[config.mk]
export PLATFORM = sky130hd
export DESIGN_NAME = wb_stage_reg_ahbq
export DESIGN_NICKNAME = d
export VERILOG_FILES = /design/src/rtl/wb_ahbq_pkg.sv /design/src/rtl/wb_tag_fifo.sv /design/src/rtl/wb_stage_reg_ahbq.sv
export SDC_FILE = /design/constraint.sdc
export NUM_CORES = 1
export LEC_CHECK = 0
export BUFFER_PORTS_ARGS = -buffer_cell sky130_fd_sc_hd__buf_2
export CORE_MARGIN = 2
export CORE_UTILIZATION = 35
export CTS_BUF_LIST = sky130_fd_sc_hd__clkbuf_8
export DETAILED_ROUTE_END_ITERATION = 8
export SYNTH_ARGS = -nofsm -noshare
export SYNTH_HDL_FRONTEND = slang
export SYNTH_HIERARCHICAL = 1
export SYNTH_SLANG_ARGS = --single-unit
[constraint.sdc]
create_clock -name clk -period 3 [get_ports clk]
set_input_delay 0 -clock clk [delete_from_list [all_inputs] [get_ports clk]]
set_output_delay 0 -clock clk [all_outputs]
set_load 0.1 [all_outputs]
[src/rtl/wb_ahbq_pkg.sv]
// rtl/wb_ahbq_pkg.sv - shared types and constants for the M->W register and AHB load-return queue.
package wb_ahbq_pkg;

  localparam int XLEN_P = 32;
  localparam int RAW_P  = 5;

  typedef enum logic [1:0] {
    RES_ALU = 2'd0,
    RES_MEM = 2'd1,
    RES_PC4 = 2'd2
  } result_src_e;

  typedef struct packed {
    logic              valid;
    logic              reg_write;
    result_src_e       result_src;
    logic [XLEN_P-1:0] alu_result;
    logic [XLEN_P-1:0] read_data;
    logic [RAW_P-1:0]  rd;
    logic [XLEN_P-1:0] pc_plus4;
  } wb_fields_t;

  localparam logic [RAW_P-1:0] REG_ZERO = '0;

endpackage

[src/rtl/wb_tag_fifo.sv]
// rtl/wb_tag_fifo.sv - circular tag FIFO with count; WB_AHB_HAZARD_EN adds live-entry tag compare.
module wb_tag_fifo
  import wb_ahbq_pkg::*;
#(
  parameter int DEPTH = 4,
  parameter int WIDTH = 5,
  localparam int AW = $clog2(DEPTH),
  localparam int CW = AW + 1
) (
  input  logic             clk,
  input  logic             rst_n,
  input  logic             push_i,
  input  logic             pop_i,
  input  logic [WIDTH-1:0] data_i,
  output logic [WIDTH-1:0] data_o,
  output logic             pop_ok_o,
  output logic [CW-1:0]    count_o,
  output logic             full_o
`ifdef WB_AHB_HAZARD_EN
  ,
  input  logic [WIDTH-1:0] cmp_a_i,
  input  logic [WIDTH-1:0] cmp_b_i,
  output logic             match_o
`endif
);

  logic [WIDTH-1:0] mem_q [DEPTH];
  logic [WIDTH-1:0] mem_d [DEPTH];
  logic [AW-1:0]    wr_ptr_q, wr_ptr_d, rd_ptr_q, rd_ptr_d;
  logic [CW-1:0]    count_q, count_d;
  logic             pop_ok, push_ok;

  assign full_o   = (count_q == CW'(DEPTH));
  assign pop_ok   = pop_i && (count_q != '0);
  // A push into a full queue only lands when the head leaves in the same cycle.
  assign push_ok  = push_i && (!full_o || pop_ok);
  assign data_o   = mem_q[rd_ptr_q];
  assign pop_ok_o = pop_ok;
  assign count_o  = count_q;

  always_comb begin
    mem_d    = mem_q;
    wr_ptr_d = wr_ptr_q;
    rd_ptr_d = rd_ptr_q;
    count_d  = count_q;
    if (push_ok) begin
      mem_d[wr_ptr_q] = data_i;
      wr_ptr_d        = wr_ptr_q + 1'b1;
    end
    if (pop_ok) rd_ptr_d = rd_ptr_q + 1'b1;
    if (push_ok && !pop_ok) count_d = count_q + 1'b1;
    else if (!push_ok && pop_ok) count_d = count_q - 1'b1;
  end

  always_ff @(posedge clk or negedge rst_n) begin
    if (!rst_n) begin
      for (int i = 0; i < DEPTH; i++) mem_q[i] <= '0;
      wr_ptr_q <= '0;
      rd_ptr_q <= '0;
      count_q  <= '0;
    end else begin
      mem_q    <= mem_d;
      wr_ptr_q <= wr_ptr_d;
      rd_ptr_q <= rd_ptr_d;
      count_q  <= count_d;
    end
  end

`ifdef WB_AHB_HAZARD_EN
  logic [AW-1:0] off;
  // An entry is live when its distance from the read pointer is below count.
  always_comb begin
    match_o = 1'b0;
    off     = '0;
    for (int i = 0; i < DEPTH; i++) begin
      off = AW'(i) - rd_ptr_q;
      if (({1'b0, off} < count_q) &&
          (((cmp_a_i != WIDTH'(REG_ZERO)) && (mem_q[i] == cmp_a_i)) ||
           ((cmp_b_i != WIDTH'(REG_ZERO)) && (mem_q[i] == cmp_b_i))))
        match_o = 1'b1;
    end
  end
`endif

endmodule

[src/rtl/wb_stage_reg_ahbq.sv]
// rtl/wb_stage_reg_ahbq.sv - M->W pipeline register with in-order AHB load-return queue.
// WB_AHB_HAZARD_EN adds rs1_d_i/rs2_d_i and ahb_hazard_o.
module wb_stage_reg_ahbq
  import wb_ahbq_pkg::*;
#(
  parameter int XLEN       = 32,
  parameter int RAW        = 5,
  parameter int AHB_QDEPTH = 4
) (
  input  logic                          clk,
  input  logic                          rst_n,
  input  logic                          stall_i,
  input  logic                          flush_i,
  input  logic                          valid_m_i,
  input  logic                          reg_write_m_i,
  input  logic [1:0]                    result_src_m_i,
  input  logic [XLEN-1:0]               alu_result_m_i,
  input  logic [XLEN-1:0]               read_data_m_i,
  input  logic [RAW-1:0]                rd_m_i,
  input  logic [XLEN-1:0]               pc_plus4_m_i,
  output logic                          valid_w_o,
  output logic                          reg_write_w_o,
  output logic [1:0]                    result_src_w_o,
  output logic [XLEN-1:0]               alu_result_w_o,
  output logic [XLEN-1:0]               read_data_w_o,
  output logic [RAW-1:0]                rd_w_o,
  output logic [XLEN-1:0]               pc_plus4_w_o,
  input  logic                          ahb_req_i,
  input  logic                          ahb_rvalid_i,
  input  logic [XLEN-1:0]               ahb_rdata_i,
  output logic                          ahb_we_o,
  output logic [RAW-1:0]                ahb_wa_o,
  output logic [XLEN-1:0]               ahb_wd_o,
  output logic                          ahb_full_stall_o,
  output logic [$clog2(AHB_QDEPTH):0]   ahb_pending_o,
  output logic                          ahb_underflow_o
`ifdef WB_AHB_HAZARD_EN
  ,
  input  logic [RAW-1:0]                rs1_d_i,
  input  logic [RAW-1:0]                rs2_d_i,
  output logic                          ahb_hazard_o
`endif
);

  logic            valid_q, valid_d, reg_write_q, reg_write_d;
  logic [1:0]      result_src_q, result_src_d;
  logic [XLEN-1:0] alu_result_q, alu_result_d, read_data_q, read_data_d;
  logic [XLEN-1:0] pc_plus4_q, pc_plus4_d;
  logic [RAW-1:0]  rd_q, rd_d;
  logic            ahb_we_q, ahb_we_d, underflow_q, underflow_d;
  logic [RAW-1:0]  ahb_wa_q, ahb_wa_d, head_tag;
  logic [XLEN-1:0] ahb_wd_q, ahb_wd_d;
  logic            push, pop_ok, q_full;

  assign push = ahb_req_i && valid_m_i && !flush_i && !stall_i;

  wb_tag_fifo #(.DEPTH(AHB_QDEPTH), .WIDTH(RAW)) u_tag_fifo (
    .clk      (clk),
    .rst_n    (rst_n),
    .push_i   (push),
    .pop_i    (ahb_rvalid_i),
    .data_i   (rd_m_i),
    .data_o   (head_tag),
    .pop_ok_o (pop_ok),
    .count_o  (ahb_pending_o),
    .full_o   (q_full)
`ifdef WB_AHB_HAZARD_EN
    ,
    .cmp_a_i  (rs1_d_i),
    .cmp_b_i  (rs2_d_i),
    .match_o  (ahb_hazard_o)
`endif
  );

  assign ahb_full_stall_o = q_full && ahb_req_i && !ahb_rvalid_i;

  always_comb begin
    valid_d      = valid_m_i;
    reg_write_d  = reg_write_m_i && valid_m_i;
    result_src_d = result_src_m_i;
    alu_result_d = alu_result_m_i;
    read_data_d  = read_data_m_i;
    rd_d         = rd_m_i;
    pc_plus4_d   = pc_plus4_m_i;
    if (flush_i) begin
      valid_d     = 1'b0;
      reg_write_d = 1'b0;
    end else if (stall_i) begin
      valid_d      = valid_q;
      reg_write_d  = reg_write_q;
      result_src_d = result_src_q;
      alu_result_d = alu_result_q;
      read_data_d  = read_data_q;
      rd_d         = rd_q;
      pc_plus4_d   = pc_plus4_q;
    end
  end

  // Retire is independent of stall/flush: the bus read already happened.
  always_comb begin
    ahb_we_d    = pop_ok && (head_tag != RAW'(REG_ZERO));
    ahb_wa_d    = pop_ok ? head_tag : ahb_wa_q;
    ahb_wd_d    = pop_ok ? ahb_rdata_i : ahb_wd_q;
    underflow_d = underflow_q || (ahb_rvalid_i && !pop_ok);
  end

  always_ff @(posedge clk or negedge rst_n) begin
    if (!rst_n) begin
      valid_q      <= 1'b0;
      reg_write_q  <= 1'b0;
      result_src_q <= RES_ALU;
      alu_result_q <= '0;
      read_data_q  <= '0;
      rd_q         <= '0;
      pc_plus4_q   <= '0;
      ahb_we_q     <= 1'b0;
      ahb_wa_q     <= '0;
      ahb_wd_q     <= '0;
      underflow_q  <= 1'b0;
    end else begin
      valid_q      <= valid_d;
      reg_write_q  <= reg_write_d;
      result_src_q <= result_src_d;
      alu_result_q <= alu_result_d;
      read_data_q  <= read_data_d;
      rd_q         <= rd_d;
      pc_plus4_q   <= pc_plus4_d;
      ahb_we_q     <= ahb_we_d;
      ahb_wa_q     <= ahb_wa_d;
      ahb_wd_q     <= ahb_wd_d;
      underflow_q  <= underflow_d;
    end
  end

  assign valid_w_o       = valid_q;
  assign reg_write_w_o   = reg_write_q;
  assign result_src_w_o  = result_src_q;
  assign alu_result_w_o  = alu_result_q;
  assign read_data_w_o   = read_data_q;
  assign rd_w_o          = rd_q;
  assign pc_plus4_w_o    = pc_plus4_q;
  assign ahb_we_o        = ahb_we_q;
  assign ahb_wa_o        = ahb_wa_q;
  assign ahb_wd_o        = ahb_wd_q;
  assign ahb_underflow_o = underflow_q;

endmodule
==> results of run 1 <==
[routing by layer]
metal | GRT usage [%] | vias to the layer above | share of wire, %
met4 | 6.13 | 0 | 2.5
met3 | 4.80 | 33 | 5.6
li1 | - | 2270 | -
met5 | 0 | - | 0
met1 | 20.4 | 2493 | 41
met2 | 29.6 | 198 | 50
[per-stage QoR]
step / hold slack [ns] / power (W) / cell area (sq um) / std cells / setup WS (ns)
2_1_floorplan: -0.296 / 0.00631 / 7030 / 400 / 0.285
3_3_place_gp: 0.0758 / 0.00697 / 8720 / 940 / 0.762
3_5_place_dp: 0.0814 / 0.00704 / 8720 / 940 / 0.686
4_1_cts: 0.0381 / 0.00877 / 10500 / 1114 / 0.672
5_1_grt: 0.0776 / 0.00904 / 10500 / 1114 / 0.579
6_report: 0.0901 / 0.00869 / 10500 / 1114 / 0.663
[final cells by class]
class | count | area (sq um)
clock inverters | 15 | 140
repair buffers | 438 | 2950
inverters | 6 | 22.5
fillers | 1585 | 9080
multi-input cells | 202 | 2560
well taps | 265 | 332
clock buffers | 17 | 234
flip-flops and latches | 171 | 4280
[sequential cells by signal, indices dropped and copies added (netlist names)]
signal and cells:
u_tag_fifo/wr_ptr_q 2, ahb_wa_o 5, ahb_wd_o 32, valid_w_o 1
result_src_w_o 2, reg_write_w_o 1, u_tag_fifo/mem_q 20, read_data_w_o 32
pc_plus4_w_o 32, alu_result_w_o 32, u_tag_fifo/count_o 3, ahb_we_o 1
ahb_underflow_o 1, rd_w_o 5, u_tag_fifo/rd_ptr_q 2
[power breakdown]
group          internal, W  total (W)  switching, W
Combinational      0.00107    0.00405       0.00298
Sequential         0.00277    0.00308      0.000314
Clock             0.000672    0.00156      0.000891
[worst paths after layout]
| kind | from | end | slack (ns) | cells past startpoint |
|---|---|---|---|---|
| worst min register to register | ahb_underflow_o | ahb_underflow_o | 0.48 | 1 |
| max in group asynchronous | rst_n | pc_plus4_w_o[30] | 1.96 | 3 |
| worst min-delay path | stall_i | u_tag_fifo/wr_ptr_q[0] | 0.09 | 4 |
| worst max-delay path | u_tag_fifo/count_o[0] | u_tag_fifo/count_o[1] | 0.66 | 7 |
| min in group asynchronous | rst_n | pc_plus4_w_o[20] | 0.14 | 2 |
| worst max register to register | u_tag_fifo/count_o[0] | u_tag_fifo/count_o[1] | 0.66 | 7 |
[kinds of logic after synthesis]
family                     count (synthesis)
adders and majority gates                  6
DFF                                      171
buffers and inverters                     27
and+or+nand+nor                           18
muxes                                    168
xor gates and xnor gates                   6
AOI/OAI and AO/OA                          4
[cell usage in the layout (no fill, tap or decap), types with 2 or more instances in the layout]
cell type / n
clkinv_4: 2
inv_6: 2
clkinv_2: 3
xnor2_1: 4
nand2_1: 4
inv_1: 7
dfrtp_1: 171
mux2_2: 72
dlygate4sd3_1: 142
clkbuf_8: 17
mux2_4: 90
inv_8: 3
buf_2: 289
ha_1: 5
nor2_1: 4
clkinvlp_4: 3
buf_12: 2
xor2_1: 2
and3_1: 4
mux4_2: 5
buf_4: 4
a21oi_1: 2
[critical path, stage by stage, from the launching register on]
cell and delay, ns:
dfrtp_1 0.47, or4b_4 0.57, nand2_1 0.16, inv_1 0.06, ha_1 0.20, inv_1 0.08, fa_1 0.41, mux2_2 0.28
==> flow_summary_export.csv, run 1 <==
group,metric,value,unit
routing,antenna_left,0,
synthesis,synth_cells,400,
routing,vias,4994,
floorplan,die_x,146,um
place,place.port_buffers,290,
sta,worst_slew_pin_slew,0.723,ns
synthesis,synth_top_family_by_area,"multiplexers",
synthesis,yosysWarnings,6,
synthesis,synth-edff-count,0,
sta,setup-tns-final,0,ns
power_and_ir_drop,p_per_area,827,mW/mm^2
grt,antenna_found_initial,0,
synthesis,async_flop_share,100,%
layout,post-route-util,53.7,%
synthesis,synth_top_cells_by_area,"dfrtp_1 61%, mux2_4 19%, mux2_2 12%",
place,hpwl,11.5,mm
synthesis,yosysMostFrequentCell,"dfrtp_1",
clock_tree,numCtsBuffers,17,
setup_path,worstSetupPathType,"flop to flop",
sta,rsz0062_at_grt,"no",
setup_path,critPathRequiredTime,3.33,ns
power_and_ir_drop,ir_drop,0.000436,V
place,gp_congestion,0.768,
clock_tree,cts_root_buf,"clkbuf_8",
power_and_ir_drop,p_leak,5.25,nW
setup_path,cp.arrival,2.67,ns
synthesis,syn_area,0.00703,sq mm
sta,hold_violations,0,
synthesis,synth_top_area_cell,"dfrtp_1",
synthesis,syn_area_per_cell,17.6,sq um
layout,antenna_cells,0,
synthesis,synth_top_cells_by_count,"171 x dfrtp_1, 90 x mux2_4, 72 x mux2_2",
synthesis,ys_ff_latch,171,
clock_tree,cts_tree,"yes",
layout,drive_above_1_share,58.4,%
synthesis,synth_xor_area_share,0.748,%
synthesis,synth_top_area_share,60.9,%
layout,areaGrowthSynthToFinish,49.6,%
synthesis,synth_nets,549,
clock_tree,post_cts_buffers,0,
worst_hold_path,hold_path_class,"primary input to flop",
sta,slew_headroom,51.8,%
sta,layout_min_cycle_time,2.34,ns
sta,min_period_over_period,77.9,%
synthesis,synthAdderAreaFrac,1.17,%
floorplan,initial_utilization,35.9,%
floorplan,core_area,0.0196,sq mm
grt,grt_overflow,0,
grt,grt_use_total,17.1,%
sta,fin_skew,0.0120,ns
floorplan,die_h,146,um
clock_tree,cts_buffer_depth,2,
routing,drtPass1Iterations,4,
synthesis,synthMuxAreaShare,32.5,%
floorplan,num_rows,51,
routing,drtIter0Drc,149,
grt,grt_pass1_wl,29.1,mm
floorplan,die_area,0.0212,sq mm
status,status,"finished, final reports clean",
clock_tree,clkSinkCount,171,
setup_path,crit_path_end_kind,"flop",
layout,finish.net_count,985,
clock_tree,htreeDepth,4,
synthesis,yosysSeqAreaShare,60.9,%
clock_tree,worstSkewPairLatency,0.44,ns
clock_tree,path_clk_slew,0.09,ns
sta,drv_slew,0,
sta,setup_viol,0,
flow_run,cap_violations,0,
grt,grt_pass1_vias,5600,
synthesis,synth-simple-area-share,1.50,%
clock_tree,hold_buffers,142,
synthesis,synth_compound_area_share,0.356,%
grt,grt_max_degree,78,
setup_path,cp_max_fo,6,
clock_tree,post_cts_resized,0,
synthesis,synthFlopType,"dfrtp_1",
routing,drc,0,
sta,timing.fmax,428,MHz
routing,vias_per_cell,4.48,
routing,post_drt_wl_per_cell,16.3,um
floorplan,ios,291,
synthesis,ys_types,26,
routing,wirelength,18.2,mm
setup_path,critPathLaunchType,"flop",
Power figures use the tool's default switching activity.
==> run 2: changes to the inputs <==
- clock period: 3 -> 1.9 ns (I/O delays scaled with it)
==> run 2 against run 1 <==
  * Final cell count grew 0.90%
  * Sequential cell count is the same
  * Routed wire length grew 0.93%
  * The run now ends with negative setup slack left
  * Combinational power grew 63%
  * Worst setup slack lost 0.87 ns
==> flow_summary_export.csv, run 2 (synthesis results as in run 1) <==
group,metric,value,unit
status,status,"finished with violations",
status,failed_checks,"negative setup slack",
clock_tree,clkSinkCount,171,
sta,setup_viol,2,
routing,vias,4975,
power_and_ir_drop,p_leak,5.31,nW
grt,grt_pass1_wl,30.0,mm
routing,antenna_left,0,
sta,fin_skew,0.0145,ns
clock_tree,worstSkewPairLatency,0.46,ns
setup_path,crit_top_cell,"inv_2",
layout,areaGrowthSynthToFinish,52.6,%
setup_path,startpoint,"u_tag_fifo/count_o[0]",
clock_tree,cts_tree,"yes",
routing,drtPass1Iterations,4,
layout,final_cell_mix,"288 x buf_2, 168 x dfrtp_1, 141 x dlygate4sd3_1, 91 x mux2_4, 71 x mux2_2",
floorplan,core_area,0.0196,sq mm
grt,grt_overflow,0,
place,place.port_buffers,290,
floorplan,die_h,146,um
sta,min_period_over_period,111,%
routing,vias_per_cell,4.43,
setup_path,reg2reg_from,"u_tag_fifo/count_o[0]",
setup_path,slowest_delay,0.51,ns
setup_path,crit_path_end_kind,"flop",
floorplan,num_rows,51,
sta,layout_min_cycle_time,2.10,ns
routing,drc,0,
place,gp_congestion,0.788,
power_and_ir_drop,p_total,0.0140,W
floorplan,initial_utilization,35.9,%
setup_path,critPathRequiredTime,2.24,ns
grt,grt_pass1_vias,5707,
clock_tree,cts_root_buf,"clkbuf_8",
sta,finalWorstSetupSlack,-0.203,ns
grt,grt_max_degree,61,
layout,post_layout_nonfiller_instances,1124,
place,placed_cells,951,
layout,final_common_cell,"buf_2",
sta,hold_violations,0,
floorplan,die_x,146,um
power_and_ir_drop,p_per_area,1310,mW/mm^2
power_and_ir_drop,ir_drop,0.000566,V
clock_tree,path_clk_slew,0.10,ns
setup_path,cp.arrival,2.45,ns
setup_path,crit_slowest_cell,"or4b_4",
routing,wirelength,18.4,mm
layout,finish.net_count,995,
sta,rsz0062_at_grt,"yes",
setup_path,cp_max_fo,2,
layout,drive_above_1_share,60.7,%
layout,antenna_cells,0,
clock_tree,cts_buffer_depth,2,
place,hpwl,12.0,mm
grt,antenna_found_initial,0,
sta,drv_slew,0,
setup_path,worstPathCellList,"or4b_4 -> nand2_4 -> inv_2 -> ha_4 -> inv_2 -> fa_1 -> mux2_4",
setup_path,critPathLaunchType,"flop",
worst_hold_path,hold_path_class,"primary input to async pin",
sta,timing.fmax,475,MHz
routing,drtIter0Drc,117,
clock_tree,htreeDepth,4,
floorplan,ios,291,
flow_run,cap_violations,0,
sta,worst_slew_pin_slew,0.533,ns
floorplan,die_area,0.0212,sq mm
sta,slew_headroom,64.7,%
grt,grt_use_total,17.7,%
routing,post_drt_wl_per_cell,16.3,um
setup_path,worstSetupPathType,"flop to flop",
clock_tree,numCtsBuffers,17,
==> run 2: changes by cell type in the layout (fill, tap and decap cells not counted), moves of 3 or more <==
cell	previous run	this run
buf_4	4	13
and3_1	4	0
and3_4	0	4
buf_12	2	5
clkinv_2	3	0
dfrtp_1	171	168
inv_1	7	4
==> run 2: cell type report <==
class,count,area (sq um)
Timing Repair Buffer,448,3060
Clock buffer,18,248
Tap cell,265,332
Multi-Input combinational cell,202,2620
Clock inverter,14,156
Inverter,6,22.5
Fill cell,1553,8860
Sequential cell,171,4290
==> run 2: worst paths after layout <==
| kind | endpoint | slack (ns) | cells after the start |
|---|---|---|---|
| setup / recovery | u_tag_fifo/count_o[1] | -0.20 | 7 |
| hold / removal | read_data_w_o[30] | 0.03 | 2 |
| setup reg to reg | u_tag_fifo/count_o[1] | -0.20 | 7 |
| hold reg to reg | ahb_underflow_o | 0.46 | 1 |
| max in group asynchronous | u_tag_fifo/count_o[2] | 1.13 | 3 |
| min in group clk | result_src_w_o[1] | 0.04 | 3 |
==> run 2: power by group <==
group	internal, W	switching [W]
Combinational	0.00181	0.00478
Sequential	0.00438	0.000458
Clock	0.00113	0.00148
==> run 2: per-stage QoR <==
step	setup slack (ns)	instance area [sq um]	util, %	hold slack [ns]	TNS, ns
2_1_floorplan	-0.420	7070	-	-0.296	-2.86
3_3_place_gp	-0.188	8880	45.3	-0.0218	-0.462
3_5_place_dp	-0.236	8880	45.3	-0.0177	-1.15
4_1_cts	-0.198	10700	54.7	0.000286	-0.337
5_1_grt	-0.268	10700	54.7	0.0111	-0.510
6_report	-0.203	10700	54.7	0.0307	-0.321
==> run 2: worst max-delay path, delay by kind of cell (launching register included) <==
kind / cells / cell delay [ns]
adders and majority gates: 2 / 0.54
buffers and inverters: 2 / 0.09
DFF: 1 / 0.48
muxes: 1 / 0.28
and+or+nand+nor: 2 / 0.59
==> run 2: per-layer routing <==
layer	share of wire [%]	wire length (um)	track usage, %	up-vias
met1	41	7510	20.9	2442
met5	0	0	0	-
met4	2.6	481	6.67	0
met2	50	9140	30.4	208
li1	-	-	-	2297
met3	6.8	1250	5.27	28
==> run 2: timing repair <==
item	CTS	global route
resized for setup	5	5
endpoints found under the setup margin	23	18
buffers inserted	0	0
hold buffers	141	0
endpoints found under the hold margin	331	0
pin swaps	2	0
